===== src/rtl/spi_master.sv =====
// spi_master: single-byte, LSB-first SPI initiator for the team's SPI slave block.
// Every output is registered; each frame carries exactly 8 internal_clk falling edges.
module spi_master #(
  parameter int CLK_DIV = 4
) (
  input  logic       clk,
  input  logic       rst,
  input  logic       start,
  input  logic       mode_in,
  input  logic [7:0] tx_data,
  output logic [7:0] rx_data,
  output logic       busy,
  output logic       done,
  output logic       internal_clk,
  output logic       enable,
  output logic       MODE,
  output logic       input_data,
  input  logic       output_data
);

  typedef enum logic [2:0] {
    IDLE  = 3'd0,
    SETUP = 3'd1,
    HIGH  = 3'd2,
    LOW   = 3'd3,
    DONE  = 3'd4
  } state_t;

  localparam logic [7:0] DIV_LAST = 8'(CLK_DIV - 1);

  state_t     state_r;
  state_t     state_next_s;
  logic [7:0] div_cnt_r;
  logic [7:0] div_cnt_next_s;
  logic [2:0] bit_cnt_r;
  logic [2:0] bit_cnt_next_s;
  logic [7:0] tx_shift_r;
  logic [7:0] rx_shift_r;
  logic [7:0] rx_shift_next_s;
  logic       phase_end_s;
  logic       frame_active_s;
  logic       enter_high_s;

  assign phase_end_s    = (div_cnt_r == DIV_LAST);
  assign frame_active_s = (state_next_s == SETUP) || (state_next_s == HIGH) || (state_next_s == LOW);
  assign enter_high_s   = (state_next_s == HIGH) && (state_r != HIGH);

  // Next-state, divider, bit counter and receive-capture logic
  always_comb begin
    state_next_s    = state_r;
    div_cnt_next_s  = div_cnt_r;
    bit_cnt_next_s  = bit_cnt_r;
    rx_shift_next_s = rx_shift_r;
    case (state_r)
      IDLE: begin
        if (start) begin
          state_next_s   = SETUP;
          div_cnt_next_s = 8'd0;
          bit_cnt_next_s = 3'd0;
        end else begin
          state_next_s = IDLE;
        end
      end
      SETUP, HIGH: begin
        if (phase_end_s) begin
          state_next_s   = (state_r == SETUP) ? HIGH : LOW;
          div_cnt_next_s = 8'd0;
        end else begin
          div_cnt_next_s = div_cnt_r + 8'd1;
        end
      end
      LOW: begin
        if (phase_end_s) begin
          // Sample a full half-period after the slave drove on the falling edge
          if (!MODE) begin
            rx_shift_next_s[bit_cnt_r] = output_data;
          end else begin
            rx_shift_next_s = rx_shift_r;
          end
          div_cnt_next_s = 8'd0;
          if (bit_cnt_r == 3'd7) begin
            state_next_s = DONE;
          end else begin
            state_next_s   = HIGH;
            bit_cnt_next_s = bit_cnt_r + 3'd1;
          end
        end else begin
          div_cnt_next_s = div_cnt_r + 8'd1;
        end
      end
      DONE: begin
        state_next_s = IDLE;
      end
      default: begin
        state_next_s   = IDLE;
        div_cnt_next_s = 8'd0;
        bit_cnt_next_s = 3'd0;
      end
    endcase
  end

  // State, counters and shift registers
  always_ff @(posedge clk or posedge rst) begin
    if (rst) begin
      state_r    <= IDLE;
      div_cnt_r  <= 8'd0;
      bit_cnt_r  <= 3'd0;
      tx_shift_r <= 8'd0;
      rx_shift_r <= 8'd0;
    end else begin
      state_r    <= state_next_s;
      div_cnt_r  <= div_cnt_next_s;
      bit_cnt_r  <= bit_cnt_next_s;
      rx_shift_r <= rx_shift_next_s;
      if ((state_r == IDLE) && start) begin
        tx_shift_r <= tx_data;
      end
    end
  end

  // Registered interface outputs, decoded from the upcoming state
  always_ff @(posedge clk or posedge rst) begin
    if (rst) begin
      internal_clk <= 1'b0;
      enable       <= 1'b1;
      MODE         <= 1'b0;
      input_data   <= 1'b0;
      busy         <= 1'b0;
      done         <= 1'b0;
      rx_data      <= 8'h00;
    end else begin
      internal_clk <= (state_next_s == HIGH);
      enable       <= !frame_active_s;
      busy         <= (state_next_s != IDLE);
      done         <= (state_next_s == DONE);
      // Data line only moves on acceptance or HIGH entry, never near the falling edge
      if ((state_r == IDLE) && start) begin
        MODE       <= mode_in;
        input_data <= mode_in & tx_data[0];
      end else if (enter_high_s) begin
        input_data <= MODE & tx_shift_r[bit_cnt_next_s];
      end else if ((state_next_s == IDLE) || (state_next_s == DONE)) begin
        input_data <= 1'b0;
      end
      if ((state_r == LOW) && (state_next_s == DONE) && !MODE) begin
        rx_data <= rx_shift_next_s;
      end
    end
  end

endmodule


===== config.mk =====
export PLATFORM = sky130hd
export DESIGN_NAME = spi_master
export DESIGN_NICKNAME = d
export VERILOG_FILES = /design/src/rtl/spi_master.sv
export SDC_FILE = /design/constraint.sdc
export NUM_CORES = 1
export LEC_CHECK = 0
export CAP_MARGIN = 25
export CORE_ASPECT_RATIO = 1.75
export CORE_MARGIN = 8
export CORE_UTILIZATION = 61
export CTS_BUF_LIST = sky130_fd_sc_hd__clkbuf_8
export DETAILED_ROUTE_END_ITERATION = 10
export PLACE_DENSITY = 0.91
export SLEW_MARGIN = 10
export SYNTH_ARGS = -nofsm -noshare
export SYNTH_HDL_FRONTEND = slang
export SYNTH_SLANG_ARGS = --single-unit

===== constraint.sdc =====
create_clock -name clk -period 4.3 [get_ports clk]
set_clock_uncertainty 0.15 [all_clocks]
set_input_delay 0.86 -clock clk [delete_from_list [all_inputs] [get_ports clk]]
set_output_delay 0.86 -clock clk [all_outputs]
set_load 0.03 [all_outputs]

==> results.md <==
Clocking:
- Clock tree synthesis inserted a total of 5 buffers.
- Hold repair after CTS inserted 0 buffers.
- The insertion delay to the later sink of the worst-skew pair is 0.30 ns.
- The count of instances resized after the clock tree is built is 0.
- CTS saw 44 sinks.
- The clock passes through at most 2 buffers.
- The CTS tree is built.
- Clock-pin slew was measured on the worst setup and hold paths at 0.08 ns.
- The CTS H-tree depth is 2.
- The buffer type at the clock tree root is sky130_fd_sc_hd__clkbuf_8.
- The total setup buffers inserted after CTS is 0.

Power:
- The clock network power share is 0.288.
- Of the total power, registers draw 0.419.
- The fraction of power spent switching nets is 0.3333.
- The switching power total is 495.9 µW.
- The power density relative to cell area is 586.5 mW/mm².
- Of the total power, combinational logic draws 0.292.
- The internal power contribution is 992.2 µW.
- The maximum ir drop on the vdd rail is 536.6 µV.
- Total power for the finished layout comes to 1.488 mW.
- The static power due to leakage is 1.138 nW.

GRT:
- The largest net degree at the start of global routing is 24.
- The initial antenna violation count came to 0.
- The first-pass GRT wire length is 7.514 mm.
- The routing usage on met2 is 0.3118.
- The global routing usage on met1 is 0.1680.
- After global routing the overflow that remains totals 0.
- The busiest layer in global routing is met2.
- The via count of the first global-routing pass came to 1677.
- For met3 alone, demand over resource in global routing was 0.03989.
- Across every metal layer, demand over resource in global routing totals 0.1758.

Logic synthesis:
- The number of different library cells in the post-synthesis netlist is 40.
- The leading cell type by number of instances after synthesis is sky130_fd_sc_hd__nand2_1.
- The sequential fraction of the synthesis area is 0.5298.
- After synthesis, the cell types taking the most area are sky130_fd_sc_hd__dfrtp_1, sky130_fd_sc_hd__nand2_1, sky130_fd_sc_hd__mux2_2.
- The total of flip-flops plus latches after synthesis is 44.
- The proportion of synthesized flip-flops having asynchronous set or reset is 1.000.
- The number of warnings issued by yosys is 0.
- The synthesized area is 0.002081 mm².
- Summed over all instances, the cell type with the most area after synthesis is sky130_fd_sc_hd__dfrtp_1.
- A synthesized cell averages 10.30 µm².
- The proportion of netlist area held by the largest area contributor is 0.5171.
- The leading register cell type out of synthesis is sky130_fd_sc_hd__dfrtp_1.
- Ranked by instance count, the synthesized netlist is headed by sky130_fd_sc_hd__nand2_1, sky130_fd_sc_hd__dfrtp_1, sky130_fd_sc_hd__mux2_2.
- The total nets after synthesis is 217.
- The cell count after synthesis came out at 202.
- Counting flops with a built-in enable in the synthesized netlist gives 0.

Run:
- Across the run, the number of max-cap violations was 0.

Floorplan:
- The number of placement rows is 28.
- The die outline width is 60.15 µm.
- The die height is 93.26 µm.
- The initial core utilization is 0.6252.
- The boundary pin count is 27.
- The die covers 0.005610 mm².
- The area of the placeable core is 0.003328 mm².

Run status:
- The run finished with clean final reports.

Timing:
- The setup TNS is 0 ns.
- Setup slack closes at 1.242 ns.
- Headroom to the max-slew limit came out at 0.4496.
- Of the available clock period, the critical path in the final layout requires 0.7112.
- The final max-slew violation count is 0.
- For the finished layout, the period the worst path requires is 3.058 ns.
- At the pin with the least slew margin, the transition time is 0.8247 ns.
- Setup repair after global routing left no endpoint under its margin.
- The number of setup violations in the final report is 0.
- Static timing analysis puts the maximum clock frequency at 327.0 MHz.
- The hold violation count in the final report was 0.

Drt:
- The remaining antenna violation count is 0.
- After detailed routing, the number of remaining DRC violations is 0.
- The first routing iteration left 59 violations.
- Dividing the detail-routed wire length by the instance count gives 16.53 µm.
- For this run, the detailed router's first-pass iteration total came to 4.
- The final route contains 1637 vias.
- The average via count per standard cell is 5.953.
- The routed design has 4.546 mm of wire.

Final layout:
- The fraction of final layout cells with drive strength greater than 1 is 0.1478.
- From synthesis to final layout, the design area changed by 21.95%.
- The diode insertion count for antenna repair is 0.
- With fillers left out, the area of the finished cells amounts to 0.002537 mm².
- The net total in the final layout is 244.
- The finished layout holds 275 standard cells, fillers aside.

Placement:
- Once placement completed, the tool counted placed cells totaling 267.
- The HPWL after detailed placement is 3.311 mm.
- The weighted congestion at the end of routability-driven global placement is 0.8778.
- Once placement finished, the instance area stood at 0.002379 mm².
- The number of buffers added on ports is 26.
- Before CTS, the worst setup slack after placement is 0.9660 ns.

Critical path:
- The cell family contributing the most delay on the critical path is simple AND/OR/NAND/NOR gates.
- The slowest stage cell on the critical path is sky130_fd_sc_hd__or4b_2.
- STA classifies the critical path endpoint as a register.
- The kind of critical path is in -> reg.
- The peak per-stage delay on the critical path is 0.78 ns.
- Traced cell by cell, the critical path runs through clkdlybuf4s50_1, or4b_2, nand3_1, nand2_1, mux2i_1, o211a_1, o31ai_1.
- The required time of the worst setup path is 4.36 ns.
- The worst path arrival time is 3.12 ns.
- Along the worst path, the maximum fanout reaches 13.
- The number of buffers and inverters on the critical path is 1.
- STA classifies the critical path startpoint as an input port.

Min path:
- The class of the tightest hold or removal check is reg -> reg.
-- state kept, by name, summed over array words and instances, names as in the netlist --
signal / count
input_data: 1
internal_clk: 1
busy: 1
rx_data: 8
bit_cnt_r: 3
enable: 1
tx_shift_r: 8
div_cnt_r: 8
rx_shift_r: 8
MODE: 1
done: 1
state_r: 3
-- power by group through the flow --
stage	logic [mW]	clock network, mW	registers, mW
after floorplan	0.309	0	0.608
after global routing	0.477	0.445	0.640
final	0.435	0.429	0.624
after detailed placement	0.424	0	0.628
after CTS	0.436	0.432	0.621
after global placement	0.403	0	0.622
-- cell type report --
cell class	instances	area, µm²
multi-input combinational	150	948.4
fill	220	790.8
tap	45	56.30
clock buffer	5	68.82
sequential	44	1102
clock inverter	3	90.09
inverter	1	3.754
timing repair buffer	27	267.8
-- worst paths after layout --
kind,from,endpoint,slack (ns),cells past startpoint
setup / recovery,start,input_data$_DFFE_PP0P_,1.24,7
hold reg to reg,tx_shift_r[0]$_DFFE_PP0N_,tx_shift_r[0]$_DFFE_PP0N_,0.33,2
max in group asynchronous,rst,tx_shift_r[7]$_DFFE_PP0N_,2.33,3
setup reg to reg,div_cnt_r[0]$_DFFE_PP0P_,rx_data[2]$_DFFE_PP0P_,1.53,7
min in group asynchronous,rst,rx_data[4]$_DFFE_PP0P_,0.87,2
hold / removal,tx_shift_r[0]$_DFFE_PP0N_,tx_shift_r[0]$_DFFE_PP0N_,0.33,2
-- per-layer routing --
metal	vias up	routed length, µm
met5	-	0
li1	759	-
met3	21	229
met2	65	2512
met4	0	164
met1	792	1639
-- metrics by stage --
stage,utilization,hold slack (ns)
2_1_floorplan,-,0.2864
3_3_place_gp,0.7147,0.3107
3_5_place_dp,0.7147,0.3116
4_1_cts,0.7624,0.3365
5_1_grt,0.7624,0.3684
6_report,0.7624,0.3327
-- worst reg2reg max path, delay by kind of cell (launching register included) --
family | cells | cell delay [ns]
and+or+nand+nor | 4 | 1.23
DFF | 1 | 0.39
muxes | 2 | 0.64
adders and majority gates | 1 | 0.25
-- placed cells by master, fill, tap and decap left out, drive strengths merged, types with 2 or more instances in the layout --
cell and count:
nand3 8, a21bo 2, and3 4, nor3 7, o21ai 10, a31oi 2
nand2b 2, dfrtp 43, nor2b 2, clkdlybuf4s50 26, mux2i 3, nand3b 3
mux2 17, nor2 13, a21oi 2, or4b 2, a22o 2, nand2 47
xor2 2, clkbuf 5, ha 2, bufinv 3, nand4 2, nor3b 2
and2 3, o31ai 4
-- logic make-up after synthesis --
logic type | after synthesis | synth area share
adder cells (fa/ha/maj) | 2 | 0.01202
AND/OR/NAND/NOR | 100 | 0.2411
XOR/XNOR | 3 | 0.01263
buffers and inverters | 8 | 0.01443
AO/OA/AOI/OAI | 25 | 0.07998
multiplexers | 20 | 0.1100
flip-flops | 44 | 0.5298
Note: power is estimated with default switching activity, not from simulation.
